`src/rtl/frame_pkg.sv`:
```
// Shared types and constants for the UART frame receive path.
package frame_pkg;

  typedef enum logic [1:0] {
    S_HDR     = 2'd0,
    S_CHECK   = 2'd1,
    S_PAYLOAD = 2'd2
  } parser_state_t;

  localparam int HDR_BYTES = 4;
  localparam int DIM_W     = 11;

endpackage

```
`src/rtl/sync_fifo.sv`:
```
// Single-clock FIFO with first-word fall-through head; an empty FIFO reads zero.
module sync_fifo #(
  parameter int WIDTH = 8,
  parameter int DEPTH = 16
) (
  input  logic             clk,
  input  logic             rst,
  input  logic             wr_en,
  input  logic [WIDTH-1:0] wr_data,
  output logic             full,
  input  logic             rd_en,
  output logic [WIDTH-1:0] rd_data,
  output logic             empty
);

  localparam int AW = $clog2(DEPTH);

  logic [WIDTH-1:0] mem_q [DEPTH];
  logic [AW:0]      wptr_q;
  logic [AW:0]      rptr_q;
  logic             do_wr;
  logic             do_rd;

  // Extra pointer bit distinguishes full from empty when the indices match.
  assign empty   = (wptr_q == rptr_q);
  assign full    = (wptr_q[AW-1:0] == rptr_q[AW-1:0]) && (wptr_q[AW] != rptr_q[AW]);
  assign do_rd   = rd_en && !empty;
  assign do_wr   = wr_en && (!full || do_rd);
  assign rd_data = empty ? '0 : mem_q[rptr_q[AW-1:0]];

  always_ff @(posedge clk) begin
    if (rst) begin
      wptr_q <= '0;
      rptr_q <= '0;
    end else begin
      if (do_wr) wptr_q <= wptr_q + 1'b1;
      if (do_rd) rptr_q <= rptr_q + 1'b1;
    end
  end

  always_ff @(posedge clk) begin
    if (do_wr) mem_q[wptr_q[AW-1:0]] <= wr_data;
  end

endmodule

```
`src/rtl/frame_rx_parser.sv`:
```
// Strips the 4-byte LE16 width/height header from the UART stream and forwards the pixels with sof/eol/eof.
// Optional inter-byte timeout recovery is enabled by defining FRAME_RX_PARSER_TIMEOUT_EN.
module frame_rx_parser
  import frame_pkg::*;
#(
  parameter int MAX_WIDTH      = 1024,
  parameter int MAX_HEIGHT     = 1024,
  parameter int FIFO_DEPTH     = 16,
  parameter int TIMEOUT_CYCLES = 1_000_000
) (
  input  logic             clk,
  input  logic             rst,
  input  logic [7:0]       rx_data,
  input  logic             rx_valid,
  output logic [7:0]       data_out,
  output logic             valid_out,
  input  logic             ready_in,
  output logic             sof,
  output logic             eol,
  output logic             eof,
  output logic [DIM_W-1:0] width,
  output logic [DIM_W-1:0] height,
  output logic             frame_active,
  output logic             hdr_err,
  output logic             overflow
);

  if (FIFO_DEPTH < 4 || (FIFO_DEPTH & (FIFO_DEPTH - 1)) != 0 || TIMEOUT_CYCLES < 1) begin : g_cfg_check
    $error("frame_rx_parser: invalid parameter set");
  end

  localparam logic [15:0] MAX_W16  = 16'(MAX_WIDTH);
  localparam logic [15:0] MAX_H16  = 16'(MAX_HEIGHT);
  localparam logic [1:0]  HDR_LAST = 2'(HDR_BYTES - 1);

  parser_state_t    state_q, state_d;
  logic [1:0]       hdr_cnt_q, hdr_cnt_d;
  logic [15:0]      hdr_w_q, hdr_w_d;
  logic [15:0]      hdr_h_q, hdr_h_d;
  logic [DIM_W-1:0] width_q, width_d;
  logic [DIM_W-1:0] height_q, height_d;
  logic [DIM_W-1:0] col_q, col_d;
  logic [DIM_W-1:0] row_q, row_d;
  logic             overflow_q, overflow_d;

  logic       fifo_full;
  logic       fifo_empty;
  logic       fifo_rst;
  logic [7:0] head;
  logic       pop;
  logic       hdr_ok;
  logic       is_eol;
  logic       is_eof;
  logic       hdr_err_c;
  logic       tmo;

  assign fifo_rst = rst | tmo;

  sync_fifo #(
    .WIDTH(8),
    .DEPTH(FIFO_DEPTH)
  ) u_fifo (
    .clk    (clk),
    .rst    (fifo_rst),
    .wr_en  (rx_valid),
    .wr_data(rx_data),
    .full   (fifo_full),
    .rd_en  (pop),
    .rd_data(head),
    .empty  (fifo_empty)
  );

`ifdef FRAME_RX_PARSER_TIMEOUT_EN
  localparam int TO_W = $clog2(TIMEOUT_CYCLES + 1);

  logic [TO_W-1:0] to_cnt_q;
  logic            to_armed;

  // Idle between frames (no header byte seen yet) is not a truncation.
  assign to_armed = !(state_q == S_HDR && hdr_cnt_q == '0);
  assign tmo      = to_armed && !rx_valid && (to_cnt_q == TO_W'(TIMEOUT_CYCLES - 1));

  always_ff @(posedge clk) begin
    if (rst || rx_valid || !to_armed || tmo) to_cnt_q <= '0;
    else                                     to_cnt_q <= to_cnt_q + 1'b1;
  end
`else
  assign tmo = 1'b0;
`endif

  // Range checks run on the full 16-bit fields before truncation.
  assign hdr_ok = (hdr_w_q != 16'd0) && (hdr_w_q <= MAX_W16) &&
                  (hdr_h_q != 16'd0) && (hdr_h_q <= MAX_H16);
  assign is_eol = (col_q == (width_q - 1'b1));
  assign is_eof = is_eol && (row_q == (height_q - 1'b1));

  always_comb begin
    state_d    = state_q;
    hdr_cnt_d  = hdr_cnt_q;
    hdr_w_d    = hdr_w_q;
    hdr_h_d    = hdr_h_q;
    width_d    = width_q;
    height_d   = height_q;
    col_d      = col_q;
    row_d      = row_q;
    pop        = 1'b0;
    hdr_err_c  = 1'b0;
    case (state_q)
      S_HDR: begin
        if (!fifo_empty) begin
          pop = 1'b1;
          case (hdr_cnt_q)
            2'd0:    hdr_w_d[7:0]  = head;
            2'd1:    hdr_w_d[15:8] = head;
            2'd2:    hdr_h_d[7:0]  = head;
            default: hdr_h_d[15:8] = head;
          endcase
          hdr_cnt_d = hdr_cnt_q + 1'b1;
          if (hdr_cnt_q == HDR_LAST) state_d = S_CHECK;
        end
      end
      S_CHECK: begin
        if (hdr_ok) begin
          width_d  = hdr_w_q[DIM_W-1:0];
          height_d = hdr_h_q[DIM_W-1:0];
          col_d    = '0;
          row_d    = '0;
          state_d  = S_PAYLOAD;
        end else begin
          hdr_err_c = 1'b1;
          state_d   = S_HDR;
        end
      end
      S_PAYLOAD: begin
        pop = !fifo_empty && ready_in;
        if (pop) begin
          if (is_eol) begin
            col_d = '0;
            if (is_eof) begin
              row_d   = '0;
              state_d = S_HDR;
            end else begin
              row_d = row_q + 1'b1;
            end
          end else begin
            col_d = col_q + 1'b1;
          end
        end
      end
      default: state_d = S_HDR;
    endcase
    // Timeout abandons whatever was in flight; the FIFO is flushed alongside.
    if (tmo) begin
      state_d   = S_HDR;
      hdr_cnt_d = '0;
      col_d     = '0;
      row_d     = '0;
      pop       = 1'b0;
      hdr_err_c = 1'b1;
    end
  end

  assign overflow_d = overflow_q | (rx_valid && fifo_full && !pop);

  always_ff @(posedge clk) begin
    if (rst) begin
      state_q    <= S_HDR;
      hdr_cnt_q  <= '0;
      width_q    <= '0;
      height_q   <= '0;
      col_q      <= '0;
      row_q      <= '0;
      overflow_q <= 1'b0;
    end else begin
      state_q    <= state_d;
      hdr_cnt_q  <= hdr_cnt_d;
      width_q    <= width_d;
      height_q   <= height_d;
      col_q      <= col_d;
      row_q      <= row_d;
      overflow_q <= overflow_d;
    end
  end

  // Header byte capture is datapath; a reset discards it through hdr_cnt_q.
  always_ff @(posedge clk) begin
    hdr_w_q <= hdr_w_d;
    hdr_h_q <= hdr_h_d;
  end

  assign frame_active = (state_q == S_PAYLOAD);
  assign valid_out    = frame_active && !fifo_empty;
  assign data_out     = head;
  assign sof          = valid_out && (col_q == '0) && (row_q == '0);
  assign eol          = valid_out && is_eol;
  assign eof          = valid_out && is_eof;
  assign width        = width_q;
  assign height       = height_q;
  assign hdr_err      = hdr_err_c;
  assign overflow     = overflow_q;

endmodule
```
`config.mk`:
```
export PLATFORM = sky130hd
export DESIGN_NAME = frame_rx_parser
export DESIGN_NICKNAME = d
export VERILOG_FILES = /design/src/rtl/frame_pkg.sv /design/src/rtl/sync_fifo.sv /design/src/rtl/frame_rx_parser.sv
export SDC_FILE = /design/constraint.sdc
export NUM_CORES = 1
export LEC_CHECK = 0
export CAP_MARGIN = 15
export CORE_AREA = 2 2 151 153
export DETAILED_ROUTE_END_ITERATION = 16
export DIE_AREA = 0 0 153 155
export SYNTH_ARGS = -nofsm -noshare
export SYNTH_HDL_FRONTEND = slang
export SYNTH_HIERARCHICAL = 1
export SYNTH_SLANG_ARGS = --single-unit
```
`constraint.sdc`:
```
create_clock -name clk -period 7.6 [get_ports clk]
set_input_delay 1.14 -clock clk [delete_from_list [all_inputs] [get_ports clk]]
set_output_delay 1.14 -clock clk [all_outputs]
set_load 0.02 [all_outputs]
```
Yosys cells after proc, flatten, opt, wreduce, memory -nomap -nowiden
Memory sizes are Yosys's and may differ from the RTL's. A register that Yosys moved wholly into a read port is not among the register bits.
Index checks and enable logic that the tools add are counted.
Widths: inputs -> output; s select.
{ "classes": {"eq_ne": 16, "reduce_logical": 36, "addsub": 7, "n_lt_le_gt_ge": 2, "n_mul": 0, "shifts": 0, "bitwise_logic": 3, "div": 0, "muxes": 24} }
{ "op_table": {"columns": ["operator", "n"], "rows": [
  ["$mux 11", 6],
  ["$pmux 11 s2", 2],
  ["$le 16x11->1 const B", 2],
  ["$reduce_bool 16->1", 2],
  ["$add 11x1->11 const B", 2],
  ["$eq 11x11->1", 2],
  ["$logic_not 11->1", 2],
  ["$sub 11x1->11 const B", 2],
  ["$logic_and 1x1->1", 15],
  ["$reduce_and 3->1", 5],
  ["$mux 2", 6],
  ["$add 5x1->5 const B", 2],
  ["$mux 4", 2],
  ["$mux 8", 1],
  ["$eq 2x2->1 const B", 3],
  ["$ne 2x1->1 const B", 3],
  ["$ne 2x2->1 const B", 3],
  ["$pmux 2 s3", 1],
  ["$eq 5x5->1", 1],
  ["$mux 1", 5],
  ["$reduce_and 5->1", 1],
  ["$eq 2x1->1 const B", 2],
  ["$eq 4x4->1", 1],
  ["$logic_not 2->1", 2],
  ["other kinds (11)", 15]
]} }
{ "totals": {"in_bits": 12, "elab_cells": 102, "rom_bits": 0, "latch_bits": 0, "mem_count": 1, "ram_bits": 128, "output_inout_bits": 37, "ff_bits": 91} }
{ "memory_table": {"columns": ["name", "depth", "word_bits", "rd", "rd_ports_with_merged_regs", "write_ports", "line", "text"], "rows": [
  ["u_fifo.mem_q", 16, 8, 1, 1, 1, "sync_fifo.sv:18", "logic [WIDTH-1:0] mem_q [DEPTH];"]
]} }

Longest topological paths before layout
{ "logic_depth": {"word_depth": 9, "depth_mapped": 10, "ltp_nobuf": 9} }

Cells and area by module
Netlist, hierarchy kept.
{ "modules_own_cells": {"columns": ["mod", "area_each_um2", "instances", "seq_area_each_um2", "cells_per_inst"], "rows": [
  ["sync_fifo", 5698.0, 1, 4124.0, 308],
  ["frame_rx_parser", 4083.9, 1, 1941.9, 406]
]} }

Worst setup path after synthesis
OpenSTA, ideal clock, no wires.
{ "synth_timing": {"path_type": "reg2out", "start": "reg height_q[0] (netlist: height[0])", "end": "out eof", "arrival_ns": 2.704, "path_slack_ns": 3.756, "path_stages_with_launch": 9, "path_buffers": 0, "path_cell_list": "dfxtp_1 inv_1 ha_1 or4b_1 o21a_1 nor4_1 nand4_1 or2_2 nor4_1"} }
{ "synth_between": {"elab_chain_len": 4} }
{ "synth_lines": {"columns": ["item", "line", "text"], "rows": [
  ["from (decl)", "frame_rx_parser.sv:41", "logic [DIM_W-1:0] height_q, height_d;"],
  ["from (signal assigned)", "frame_rx_parser.sv:178", "height_q <= height_d;"],
  ["$sub 11x1->11", "frame_rx_parser.sv:95", "assign is_eof = is_eol && (row_q == (height_q - 1'b1));"],
  ["$eq 11x11->1", "frame_rx_parser.sv:95", null],
  ["$logic_and 1x1->1", "frame_rx_parser.sv:95", null],
  ["$logic_and 1x1->1", "frame_rx_parser.sv:196", "assign eof = valid_out && is_eof;"],
  ["to (decl)", "frame_rx_parser.sv:20", "output logic eof,"]
]} }
No other way between the ends.

==> out/results.md <==
• 2 — hold path cells
• 4.79 ns — final critical-path required period
• flip-flop — Critical Path Start Type
• 13.7 um2 — Synth Area per Inst
• 6009 — via count of the first global-routing pass
• 0.215 mV — worst vdd rail ir drop
• 1.21 ns — actual slew at the worst max-slew pin
• primary output — CP Capture Type
• 49 — I/O pin count
• 0 — count of final hold-check violations
• 0.00349 mm2 — area of combinational cells with multiple inputs
• 0 — DRT antenna net count
• complete, no violations — outcome
• 33.7 mm — first-pass GRT wire length
• 155 um — die boundary height
• u_fifo/wptr_q[2] — reg-to-reg startpoint
• 0.00607 mm2 — Storage cell area
• 0.209 GHz — Max Fclk
• 741 — synthesized netlist net count
• 55 — FP Rows
• 24 — Num CTS Buffers
• 0.180 — overall global routing resource usage
• 223 — synthesis-stage register bit count
• 66 — synth unique cells
• 0 — diode insertion count for antenna repair
• 269 mW/mm2 — power density over the cells
• 5981 — count of vias placed by the detailed router
• 0 — total congestion overflow
• 43 — largest net degree at the start of global routing
• hdr_w_q[7] — hold path startpoint
• 0 — async set-reset flop share out of synthesis
• 3.72 ns — Reg2Reg Setup Slack
• 223 — Clock Sink Count
• 714 — number of standard cells after synthesis
• 3.65 ns — arrival time at the worst endpoint
• 0 — number of resized instances in the post-cts repair step
• sky130_fd_sc_hd__edfxtp_1 — Yosys top cell by area
• 48 — count of port buffers added during placement
• 0.06 ns — clock-pin slew on the worst setup and hold paths
• u_fifo/wptr_q[4] — reg2reg end
• 0.832 — Final Wtd Congestion
• 0.125 — proportion of layout cells with a drive suffix above 1
• 0 — total setup buffers inserted after CTS
• 0.440 — Starting Density
• 0.491 — post-synth top area share
• 371 — iteration-0 DRC count of the detailed router
• 1 — H-tree Lvls
• 0.00962 ns — largest clock skew in the final design
• sky130_fd_sc_hd__edfxtp_1 — Most used DFF post-synth
• 16.0% — Layout area overhead
• 0 — initial antenna violation count
• reg -> out — CP Class
• 21.5 mm — total wirelength of the detailed-routed design
• 3.92 nW — standby leakage power
• yes — clock tree from TritonCTS
• 0 — count of maximum capacitance violations
• 0 ns — aggregate negative setup slack
• 8 — R2R depth
• sky130_fd_sc_hd__clkbuf_16 — clock root buffer
• 20.1 um — post-DR wirelength/cell
• 0.194 — normalized max-slew margin
• 0.00978 mm2 — combined area of all synthesized cells
• 1917 — filler instances
• width[7] — hold worst-path end
• 6.46 ns — required time of the worst setup path
• 1.04 ns — CP max stage delay
• 5.59 — Via-to-Cell Ratio
• 6 — Synthesis Warnings
• sky130_fd_sc_hd__dfxtp_2 — standard cell with the maximum stage delay on the critical path
• 0 — number of max-slew violations in the final report
• 3.06 mW — total power after layout
• 3 — maximum buffer depth of the clock tree
• 0.620 — post-synthesis sequential area ratio
• 0.51 ns — worst-skew pair later-pin latency
• mux4_2, and2_1, a211oi_1, a311oi_1, clkdlybuf4s50_1 — cells along the critical path
• false — setup repair after global routing missed its margin
• 0.630 — final worst-path cycle share
• 0 — DRC Markers
• 0 — hold-fix buffers at CTS
• 794 — NumNets Final
• 4 — first drt pass iteration count
• 0 — number of failing setup endpoints in the final timing report
• 39 — crit-path max FO
• 153 um — DIE WIDTH
• 14.5 mm — detailed placement HPWL
• reg -> reg — classification of the worst-slack hold path
• 0.0222 mm2 — standard cell core area
• 160 — number of enable-type register cells in the synthesized netlist
• 0.0237 mm2 — die area
• sky130_fd_sc_hd__edfxtp_1, sky130_fd_sc_hd__dfxtp_1, sky130_fd_sc_hd__mux4_2, sky130_fd_sc_hd__mux2i_1, sky130_fd_sc_hd__nor2_1 — top cells by area in the synthesized netlist
[kinds of logic after synthesis]
logic type	Yosys count	share of synthesized area
DFF	223	0.620
and+or+nand+nor	216	0.113
buffers and inverters	48	0.0230
xor gates and xnor gates	48	0.0437
muxes	73	0.108
AOI/OAI and AO/OA	91	0.0736
adders and majority gates	15	0.0192
[stage by stage]
stage / util / hold WS, ns / cells / setup slack, ns / cell area, um2
after floorplan: - / 0.480 / 714 / 3.76 / 9780
after global placement: 0.473 / 0.498 / 1024 / 3.28 / 10500
after detailed placement: 0.473 / 0.512 / 1025 / 3.23 / 10500
after CTS: 0.510 / 0.525 / 1069 / 2.69 / 11300
after global routing: 0.511 / 0.550 / 1070 / 2.56 / 11300
final: 0.511 / 0.517 / 1070 / 2.81 / 11300
[metal layers]
metal,track usage,wire length [um],up-vias
li1,-,-,2817
met1,0.235,9340,3009
met2,0.319,10900,120
met3,0.0234,743,35
met4,0.0503,507,0
met5,0,0,-
[layout by cell type, fill, tap and decap left out, types with 5 or more instances in the layout]
| cell | count |
|---|---|
| sky130_fd_sc_hd__xnor2_1 | 23 |
| sky130_fd_sc_hd__inv_1 | 21 |
| sky130_fd_sc_hd__nand4_1 | 13 |
| sky130_fd_sc_hd__nor2b_1 | 10 |
| sky130_fd_sc_hd__a21oi_1 | 18 |
| sky130_fd_sc_hd__nand3_1 | 12 |
| sky130_fd_sc_hd__o2bb2a_1 | 9 |
| sky130_fd_sc_hd__o21ai_0 | 12 |
| sky130_fd_sc_hd__nor4_1 | 14 |
| sky130_fd_sc_hd__mux4_2 | 25 |
| sky130_fd_sc_hd__and3_1 | 15 |
| sky130_fd_sc_hd__nand2_1 | 43 |
| sky130_fd_sc_hd__buf_4 | 5 |
| sky130_fd_sc_hd__nor3_1 | 11 |
| sky130_fd_sc_hd__ha_1 | 15 |
| sky130_fd_sc_hd__or3_1 | 7 |
| sky130_fd_sc_hd__xor2_1 | 24 |
| sky130_fd_sc_hd__a211oi_1 | 5 |
| sky130_fd_sc_hd__a221oi_1 | 7 |
| sky130_fd_sc_hd__edfxtp_1 | 160 |
| sky130_fd_sc_hd__mux2i_1 | 39 |
| sky130_fd_sc_hd__o31ai_2 | 8 |
| sky130_fd_sc_hd__clkbuf_16 | 25 |
| sky130_fd_sc_hd__clkdlybuf4s50_1 | 48 |
| sky130_fd_sc_hd__nor2_1 | 63 |
| sky130_fd_sc_hd__and2_1 | 8 |
| sky130_fd_sc_hd__dfxtp_1 | 62 |
| sky130_fd_sc_hd__mux2_2 | 8 |
[worst max-delay path: cells and delay by family, from the launching register on]
family | cells | cell delay [ns]
DFF | 1 | 1.04
AOI/OAI and AO/OA | 2 | 0.83
and+or+nand+nor | 1 | 0.13
muxes | 1 | 0.38
buffers and inverters | 1 | 0.75
[cell usage after synthesis (15+ instances only)]
library cell / instances
sky130_fd_sc_hd__dfxtp_1: 63
sky130_fd_sc_hd__xnor2_1: 23
sky130_fd_sc_hd__edfxtp_1: 160
sky130_fd_sc_hd__nand2_1: 43
sky130_fd_sc_hd__mux2i_1: 39
sky130_fd_sc_hd__a21oi_1: 18
sky130_fd_sc_hd__inv_1: 21
sky130_fd_sc_hd__xor2_1: 24
sky130_fd_sc_hd__mux4_2: 25
sky130_fd_sc_hd__nor2_1: 63
sky130_fd_sc_hd__ha_1: 15
sky130_fd_sc_hd__and3_1: 15
[cell type report]
| cell class | count | share of cell area |
|---|---|---|
| sequential | 223 | 0.535 |
| timing repair buffer | 54 | 0.0461 |
| tap | 285 | 0.0314 |
| inverter | 21 | 0.00695 |
| multi-input combinational | 443 | 0.308 |
| clock inverter | 13 | 0.0136 |
| clock buffer | 31 | 0.0598 |
[where the power goes]
| part | switching (mW) | internal (mW) |
|---|---|---|
| Sequential | 0.0347 | 1.40 |
| Clock | 0.467 | 0.733 |
| Combinational | 0.264 | 0.159 |
[worst max-delay path by stage]
stage,end,slack (ns)
after floorplan,eof,3.76
after CTS,data_out[3],2.69
after global routing,data_out[3],2.56
final,data_out[3],2.81
after global placement,u_fifo/mem_q[3][4],3.28
after detailed placement,u_fifo/mem_q[11][2],3.23
[registers in the layout, summed over array words and instances, names as in the netlist, named ones only]
name,flops
row_q,11
width,11
hdr_cnt_q,2
state_q,2
col_q,11
hdr_w_q,16
u_fifo/wptr_q,5
u_fifo/rptr_q,5
height,11
hdr_h_q,16
overflow,1
u_fifo/mem_q,128
No activity file was read; power rests on OpenSTA's default activity.
